==> src/rtl/dmem_access.sv <==
// ---------------------------------------------------------------------------
// dmem_access -- data-memory access unit between the EX/MEM pipeline register
// and a single-port word memory with a one-cycle completion pulse (mem_ack).
//
// A load or store leaves IDLE for BUSY when it is aligned. In BUSY the request
// is presented on the mem_* bus until mem_ack arrives. DONE then lasts one
// cycle with stall low, and the FSM returns to IDLE. A misaligned access never
// leaves IDLE. Instead it raises misalign for as long as it is presented.
//
// Ports
//   clk, rst            clock (rising edge), asynchronous active-low reset
//   MemRead, MemWrite   access request (both high = store)
//   addr, wdata         byte address, LSB-justified store data
//   dm_ctrl             access size (DM_* encodings below)
//   mem_req/we/addr/wstrb/wdata   registered memory request
//   mem_rdata, mem_ack  memory read data and completion pulse
//   stall               hold the upstream pipeline
//   raw_Data_out        last loaded word, selected lane shifted to bit 0
//   bias                registered addr[1:0] of the current access
//   misalign, bus_err   error indications
//   dbg_state           current FSM state (0 IDLE, 1 BUSY, 2 DONE)
//
// Optional feature: define DMEM_TIMEOUT_EN to end BUSY after 16 cycles
// without mem_ack. In that case bus_err pulses and the load returns 0.
//
// Handshake: the request registers load on the edge that leaves IDLE. They
// stay stable while mem_req=1. The memory completes the access by pulsing
// mem_ack for one cycle, and mem_ack is only honoured in BUSY.
// ---------------------------------------------------------------------------
module dmem_access (
  input  logic        clk,
  input  logic        rst,
  input  logic        MemRead,
  input  logic        MemWrite,
  input  logic [31:0] addr,
  input  logic [31:0] wdata,
  input  logic [2:0]  dm_ctrl,
  output logic        mem_req,
  output logic        mem_we,
  output logic [31:0] mem_addr,
  output logic [3:0]  mem_wstrb,
  output logic [31:0] mem_wdata,
  input  logic [31:0] mem_rdata,
  input  logic        mem_ack,
  output logic        stall,
  output logic [31:0] raw_Data_out,
  output logic [1:0]  bias,
  output logic        misalign,
  output logic        bus_err,
  output logic [1:0]  dbg_state
);

  localparam logic [2:0] DM_WORD          = 3'd0;
  localparam logic [2:0] DM_HALFWORD      = 3'd1;
  localparam logic [2:0] DM_HALFWORD_UNS  = 3'd2;
  localparam logic [2:0] DM_BYTE          = 3'd3;
  localparam logic [2:0] DM_BYTE_UNS      = 3'd4;

  typedef enum logic [1:0] {
    S_IDLE = 2'd0,
    S_BUSY = 2'd1,
    S_DONE = 2'd2
  } state_e;

  state_e      state_q, state_d;
  logic        we_q;
  logic [31:0] addr_q;
  logic [3:0]  wstrb_q;
  logic [31:0] wdata_q;
  logic [1:0]  bias_q;
  logic [31:0] raw_q;
  logic        start;
  logic        timeout;

  // Size decode. Unused encodings behave as word accesses.
  logic is_half, is_byte, is_word, access, mis;
  logic [3:0]  strb_c;
  logic [31:0] wdata_c;

  assign is_half = (dm_ctrl == DM_HALFWORD) || (dm_ctrl == DM_HALFWORD_UNS);
  assign is_byte = (dm_ctrl == DM_BYTE) || (dm_ctrl == DM_BYTE_UNS);
  assign is_word = !is_half && !is_byte;
  assign access  = MemRead || MemWrite;
  assign mis     = (is_half && addr[0]) || (is_word && (addr[1:0] != 2'b00));

  always_comb begin
    strb_c  = 4'b1111;
    wdata_c = wdata;
    if (is_byte) begin
      strb_c  = 4'b0001 << addr[1:0];
      wdata_c = {4{wdata[7:0]}};
    end else if (is_half) begin
      strb_c  = 4'b0011 << {addr[1], 1'b0};
      wdata_c = {2{wdata[15:0]}};
    end
  end

`ifdef DMEM_TIMEOUT_EN
  logic [3:0] cnt_q;
  logic       bus_err_q;
  assign timeout = (state_q == S_BUSY) && !mem_ack && (cnt_q == 4'd15);
  assign bus_err = bus_err_q;
`else
  assign timeout = 1'b0;
  assign bus_err = 1'b0;
`endif

  // Next-state and combinational outputs.
  always_comb begin
    state_d  = state_q;
    stall    = 1'b0;
    misalign = 1'b0;
    start    = 1'b0;
    unique case (state_q)
      S_IDLE: begin
        if (access) begin
          if (mis) begin
            // Gated by rst so that misalign reads 0 while reset is held.
            misalign = rst;
          end else begin
            stall   = 1'b1;
            start   = 1'b1;
            state_d = S_BUSY;
          end
        end
      end
      S_BUSY: begin
        stall = 1'b1;
        if (mem_ack || timeout) state_d = S_DONE;
      end
      S_DONE: state_d = S_IDLE;
      default: state_d = S_IDLE;
    endcase
  end

  always_ff @(posedge clk or negedge rst) begin
    if (!rst) begin
      state_q <= S_IDLE;
      we_q    <= 1'b0;
      addr_q  <= 32'd0;
      wstrb_q <= 4'd0;
      wdata_q <= 32'd0;
      bias_q  <= 2'd0;
      raw_q   <= 32'd0;
    end else begin
      state_q <= state_d;
      if (start) begin
        addr_q  <= {addr[31:2], 2'b00};
        we_q    <= MemWrite;
        // Loads assert no byte-write strobes.
        wstrb_q <= MemWrite ? strb_c : 4'b0000;
        wdata_q <= wdata_c;
        bias_q  <= addr[1:0];
      end
      if (state_q == S_BUSY && !we_q) begin
        if (mem_ack) raw_q <= mem_rdata >> {bias_q, 3'b000};
        else if (timeout) raw_q <= 32'd0;
      end
    end
  end

`ifdef DMEM_TIMEOUT_EN
  always_ff @(posedge clk or negedge rst) begin
    if (!rst) begin
      cnt_q     <= 4'd0;
      bus_err_q <= 1'b0;
    end else begin
      bus_err_q <= timeout;
      if (start) cnt_q <= 4'd0;
      else if (state_q == S_BUSY && !mem_ack) cnt_q <= cnt_q + 4'd1;
    end
  end
`endif

  assign mem_req      = (state_q == S_BUSY);
  assign mem_we       = we_q;
  assign mem_addr     = addr_q;
  assign mem_wstrb    = wstrb_q;
  assign mem_wdata    = wdata_q;
  assign bias         = bias_q;
  assign raw_Data_out = raw_q;
  assign dbg_state    = state_q;

endmodule

==> config.mk <==
export PLATFORM = sky130hd
export DESIGN_NAME = dmem_access
export DESIGN_NICKNAME = d
export VERILOG_FILES = /design/src/rtl/dmem_access.sv
export SDC_FILE = /design/constraint.sdc
export NUM_CORES = 1
export LEC_CHECK = 0
export BUFFER_PORTS_ARGS = -buffer_cell sky130_fd_sc_hd__buf_2
export CAP_MARGIN = 0
export CORE_ASPECT_RATIO = 0.5
export CORE_MARGIN = 4
export CORE_UTILIZATION = 30
export CTS_CLUSTER_DIAMETER = 40
export CTS_CLUSTER_SIZE = 12
export DETAILED_ROUTE_END_ITERATION = 10
export SLEW_MARGIN = 20
export SYNTH_ARGS = -nofsm -noshare
export SYNTH_HDL_FRONTEND = slang
export SYNTH_SLANG_ARGS = --single-unit
export TNS_END_PERCENT = 100
==> constraint.sdc <==
create_clock -name clk -period 4.1 [get_ports clk]
set_input_delay 0.82 -clock clk [delete_from_list [all_inputs] [get_ports clk]]
set_output_delay 0.82 -clock clk [all_outputs]
set_load 0.03 [all_outputs]
==> run_results.csv, run 1 <==
group,metric,value,unit
run_status,status,"complete, no violations",
sta,hold_viol,0,
worst_setup_path,critical-path-top-delay-family,"buffers and inverters",
finish,area_growth,26.7,%
cts,post_cts_resized,0,
synth,synth_top_area_cell,"dfrtp_1",
power_and_ir_drop,p_clk_share,16.9,%
synth,synth_commonest_cells,"dfrtp_1, mux2_4, nand2_1, mux2i_1, a21oi_1",
grt,grt_pass1_wl,22700,um
sta,post-route-period-util,76.2,%
worst_setup_path,r2r_start,"bias[0]$_DFFE_PN0P_",
routing,via_per_inst,4.62,
worst_setup_path,path_depth,6,
routing,vias,3998,
synth,synth-edff-count,0,
power_and_ir_drop,seq_power_share,32.0,%
synth,yosysMostFrequentCell,"dfrtp_1",
routing,first_pass_iters,6,
sta,fin_crit,3120,ps
run,max-cap-violations,0,
cts,h-tree-depth,3,
grt,antenna_found_initial,2,
routing,ant_nets,0,
worst_setup_path,cpMostUsedCell,"buf_2",
worst_setup_path,path_cells,"buf_2, nand2b_1, o22ai_2, nor3_1, o21ai_0, buf_2",
die,fp.dieW,199,um
hold_path,min_path_type,"reg -> reg",
power_and_ir_drop,p_leak,3.42,nW
synth,avgSynthCellArea,12.7,um2
placed_design,port_buffers,209,
worst_setup_path,cp_slowest_cell,"buf_2",
worst_setup_path,r2r_setup_slack,1910,ps
power_and_ir_drop,swShare,44.2,%
die,core_area,17600,um2
synth,ys_ff_latch,103,
finish,fin_cells,865,
power_and_ir_drop,power_frac_comb,51.2,%
cts,cts.sinks,103,
synth,yosys_most_used_dff,"dfrtp_1",
sta,slew_headroom,50.1,%
placed_design,dp.cells,849,
placed_design,hpwl,11300,um
synth,syn_inst,430,
cts,hold_buffers,0,
placed_design,place_congestion,0.730,
grt,grt_pass1_vias,4030,
worst_setup_path,critPathMaxStageDelay,570,ps
worst_setup_path,crit_end,"stall",
worst_setup_path,cp.arrival,2300,ps
sta,report.final.slew_viol_count,0,
power_and_ir_drop,power_density,820,nW/um2
finish,regArea,2580,um2
sta,finalSetupViolCount,0,
worst_setup_path,timing.rr.end,"raw_Data_out[10]$_DFFE_PN0P_",
worst_setup_path,crit_buf_inv,2,
grt,grt_max_degree,57,
synth,synth.distinct_cells,42,
die,die_h,103,um
sta,worst_slew_pin_slew,748,ps
power_and_ir_drop,totalPowerFinal,0.00568,W
die,dieArea,20600,um2
synth,synth.area.top_cells,"dfrtp_1, mux2_4, mux2i_1, mux2_2, buf_12",
worst_setup_path,crit_type,"in -> out",
die,rows,34,
synth,synth_top_area_share,47.1,%
cts,cts_tree,"done",
synth,synthesis.area,5470,um2
cts,clk_pin_slew_worst_paths,70,ps
worst_setup_path,crit_fanout,36,
sta,fmax,320,MHz
worst_setup_path,cp-end-kind,"output pin",
synth,async_flop_share,100,%
finish,nNetsFinal,730,
worst_setup_path,crit_path_start_kind,"input pin",
sta,rsz0062_at_grt,"no",
finish,diodes,0,
cts,cts_max_path_buffers,2,
cts,cts_setup_buffers,0,
cts,clkLatencyLatePin,350,ps
sta,fin_hold_ws,475,ps
grt,grt-ovfl-total,0,
finish,nFillCells,1796,
worst_setup_path,ff2ff_path_depth,4,
routing,drc,0,
die,start_util,31.0,%
power_and_ir_drop,p_int,0.00317,W
grt,grt_usage,14.2,%
worst_setup_path,startpoint,"dm_ctrl[0]",
synth,ys_seq_area_share,47.1,%
routing,wl,15100,um
die,io_pins,213,
routing,wl_per_cell,17.4,um
routing,drt-initial-drc-count,128,
cts,cts_buffers,9,
finish,multiInputGateArea,2590,um2
finish,final_layout_size_suffix_gt1_share,51.2,%
synth,synth_warnings,0,
power_and_ir_drop,p_switching,0.00251,W
sta,finClkSkew,7.08,ps
worst_setup_path,required,3280,ps
power_and_ir_drop,vdd_drop_max,0.298,mV
cts,root_buffer,"clkbuf_16",
sta,setup_tns,0,ps
[worst min path at each step]
stage	start	to	slack, ps	cells after the start
finish	raw_Data_out[18]$_DFFE_PN0P_	raw_Data_out[18]$_DFFE_PN0P_	470	2
global route	raw_Data_out[18]$_DFFE_PN0P_	raw_Data_out[18]$_DFFE_PN0P_	500	2
CTS	raw_Data_out[18]$_DFFE_PN0P_	raw_Data_out[18]$_DFFE_PN0P_	480	2
detailed placement	raw_Data_out[18]$_DFFE_PN0P_	raw_Data_out[18]$_DFFE_PN0P_	460	2
global placement	raw_Data_out[18]$_DFFE_PN0P_	raw_Data_out[18]$_DFFE_PN0P_	460	2
floorplan	rst	bias[0]$_DFFE_PN0P_	520	0
[flip-flops by register name, summed over array words and instances, names as in the netlist]
register	cells
bias	2
mem_addr	30
mem_wstrb	4
dbg_state	2
mem_we	1
mem_wdata	32
raw_Data_out	32
[power groups by stage]
stage | Sequential [W] | Combinational [W] | Clock (W)
global placement | 0.00182 | 0.00291 | 0
finish | 0.00181 | 0.00291 | 0.000957
floorplan | 0.00275 | 0.00121 | 0
CTS | 0.00182 | 0.00295 | 0.000991
global route | 0.00189 | 0.00308 | 0.00103
detailed placement | 0.00183 | 0.00295 | 0
[final cells by class]
type | instances | share of cell area (%)
multi-input cells | 290 | 37.5
flip-flops and latches | 103 | 37.2
repair buffers | 216 | 16.1
well taps | 234 | 4.23
clock buffers | 9 | 3.25
clock inverters | 7 | 1.45
inverters | 6 | 0.325
[per-layer routing]
layer | up-vias | track usage (%) | wire (um)
met5 | - | 0 | 14
met4 | 4 | 2.68 | 132
met3 | 16 | 4.47 | 768
met2 | 77 | 24.5 | 7620
met1 | 1976 | 17.9 | 6530
li1 | 1925 | - | -
[logic make-up after synthesis]
group           after synthesis  synth area share [%]
compound gates               84                  10.2
mux                         123                  29.3
xor+xnor                      1                 0.298
buf+inv                      39                  5.58
flops                       103                  47.1
other cells                   1                0.0686
simple gates                 79                  7.46
[worst register-to-register path: stages (launching register included)]
cell and delay (ps):
dfrtp_1 730, buf_4 400, nor2b_1 650, a21oi_1 150
o21ai_0 190
[through the flow]
step / util (%) / cell area (um2) / setup WS (ps)
after floorplan: - / 5480 / 1150
after global placement: 37.5 / 6600 / 987
after detailed placement: 37.5 / 6600 / 979
after CTS: 39.3 / 6930 / 977
after global routing: 39.3 / 6930 / 808
final: 39.3 / 6930 / 976
[placed cells by master, fill, tap and decap left out, types with 2 or more instances in the layout]
master,netlist,final
conb_1,1,3
nand3b_1,2,2
nand2_1,33,33
o21bai_1,2,2
nor2_1,11,11
a21oi_1,21,21
and3_1,4,4
clkbuf_16,0,9
nand2b_1,4,4
mux2_1,7,7
mux2i_1,32,32
buf_2,9,208
o21ai_0,20,20
o311a_1,2,2
o31ai_1,8,8
inv_6,0,4
inv_1,6,6
a211oi_1,15,15
nor2b_1,16,16
mux2_2,16,16
buf_4,3,7
bufinv_16,0,2
a221oi_1,8,8
mux2_4,68,68
dfrtp_1,103,103
a211o_1,2,2
No activity file was read; power rests on OpenSTA's default activity.
==> run 2, diff against run 1 <==
clock period = 3.3 ns   (was 4.1 ns; I/O delays follow)
==> run 2 against run 1 <==
Setup slack lost 220 ps. Largest power group unchanged. Clock skew decreased by 2.2 ps. Power grew 23%. Global-route usage fell by 0.16 points. Via count is 1.5% higher.
==> run_results.csv, run 2 (same netlist as run 1, synthesis figures left out) <==
group,metric,value,unit
routing,wl,15000,um
die,core_area,17600,um2
worst_setup_path,crit_type,"in -> out",
routing,wl_per_cell,17.4,um
sta,post-route-period-util,77.0,%
sta,worst_slew_pin_slew,815,ps
finish,final_layout_size_suffix_gt1_share,51.3,%
run,max-cap-violations,0,
sta,setup_ws,758,ps
power_and_ir_drop,totalPowerFinal,0.00701,W
finish,mostFrequentLayoutCell,"buf_2",
worst_setup_path,crit_fanout,16,
grt,grt_max_degree,104,
die,rows,34,
sta,slew_headroom,45.7,%
worst_setup_path,r2r_setup_slack,1300,ps
worst_setup_path,cp_slowest_cell,"nor3b_1",
worst_setup_path,ff2ff_path_depth,5,
placed_design,port_buffers,209,
cts,hold_buffers,0,
grt,grt_pass1_vias,4056,
cts,root_buffer,"clkbuf_16",
die,die_h,103,um
die,dieArea,20600,um2
cts,clkLatencyLatePin,350,ps
sta,rsz0062_at_grt,"no",
cts,cts_max_path_buffers,2,
power_and_ir_drop,vdd_drop_max,0.394,mV
die,start_util,31.0,%
routing,drc,0,
worst_setup_path,crit_path_start_kind,"input pin",
sta,finClkSkew,4.89,ps
hold_path,min_path_type,"in -> async",
worst_setup_path,required,2640,ps
finish,utilization,39.4,%
worst_setup_path,path_cells,"buf_2, nor3b_1, nor3_1, o21ai_0, buf_2",
die,io_pins,213,
grt,grt_usage,14.0,%
worst_setup_path,critPathMaxStageDelay,460,ps
run_status,status,"complete, no violations",
worst_setup_path,cp.arrival,1880,ps
grt,grt_pass1_wl,22400,um
finish,area_growth,26.9,%
worst_setup_path,r2r_start,"bias[1]$_DFFE_PN0P_",
worst_setup_path,cpMostUsedCell,"buf_2",
finish,final_cell_mix,"buf_2, dfrtp_1, mux2_4, nand2_1, mux2i_1",
sta,finalSetupViolCount,0,
grt,antenna_found_initial,2,
finish,nNetsFinal,732,
placed_design,place_congestion,0.740,
cts,clk_pin_slew_worst_paths,70,ps
routing,via_per_inst,4.68,
cts,cts.sinks,103,
cts,cts_tree,"done",
sta,fmax,393,MHz
routing,ant_nets,0,
sta,fin_crit,2540,ps
placed_design,dp_slack,752,ps
power_and_ir_drop,p_leak,3.43,nW
grt,grt-ovfl-total,0,
die,fp.dieW,199,um
worst_setup_path,crit_buf_inv,2,
finish,nFillCells,1770,
worst_setup_path,timing.rr.end,"raw_Data_out[3]$_DFFE_PN0P_",
cts,post_cts_resized,0,
cts,cts_buffers,9,
cts,cts_setup_buffers,0,
finish,diodes,0,
placed_design,hpwl,11200,um
sta,hold_viol,0,
worst_setup_path,critical-path-top-delay-family,"simple AND/OR/NAND/NOR gates",
sta,setup_tns,0,ps
power_and_ir_drop,power_density,1010,nW/um2
routing,drt-initial-drc-count,149,
cts,h-tree-depth,3,
routing,first_pass_iters,4,
worst_setup_path,cp-end-kind,"output pin",
sta,report.final.slew_viol_count,0,
routing,vias,4057,
==> run 2: cell count changes in the layout (fill, tap and decap cells not counted) <==
cell        delta
buf_12         +1
clkinv_4       +1
inv_6          -4
clkinvlp_4     +1
buf_4          +1
clkinv_2       +1
==> run 2: metrics by stage <==
| stage | std cells | cell area (um2) | hold WS [ps] |
|---|---|---|---|
| final | 866 | 6940 | 426 |
| after global routing | 866 | 6940 | 489 |
| after CTS | 866 | 6940 | 464 |
| after detailed placement | 851 | 6630 | 462 |
| after global placement | 851 | 6630 | 459 |
| after floorplan | 432 | 5480 | 364 |
==> run 2: layout make-up <==
class                   instances  area, um2  share of cell area [%]
clock buffers                   9        225                    3.25
clock inverters                 6       86.3                    1.24
inverters                       6       22.5                   0.325
multi-input cells             290       2590                    37.4
flip-flops and latches        103       2580                    37.1
well taps                     234        293                    4.22
repair buffers                218       1140                    16.4
==> run 2: worst reg2reg max path, cell delays in order (launching register included) <==
cell and delay (ps):
dfrtp_1 870, buf_4 350, nor2b_1 70, a211oi_1 210, a21oi_1 80, mux2_2 300
==> run 2: where the power goes <==
part           total (W)  switching (W)  internal (W)
clock            0.00115       0.000489      0.000660
combinational    0.00359        0.00219       0.00140
sequential       0.00227       0.000399       0.00187
==> run 2: worst max path at each step <==
stage	from	to	slack (ps)	depth (start not counted)
after global routing	dm_ctrl[0]	stall	640	5
after CTS	dm_ctrl[0]	stall	720	5
final	dm_ctrl[0]	stall	760	5
after detailed placement	dm_ctrl[0]	stall	750	5
after global placement	dm_ctrl[0]	stall	810	5
after floorplan	dm_ctrl[0]	stall	670	4
==> run 2: routing by layer <==
metal | share of wire, % | vias to the layer above | wire length, um | global-route usage (%)
li1 | - | 1933 | - | -
met1 | 44 | 2009 | 6570 | 17.7
met2 | 51 | 95 | 7660 | 24.5
met3 | 4.2 | 16 | 633 | 4.01
met4 | 1.0 | 4 | 155 | 2.78
met5 | 0.14 | - | 21 | 0
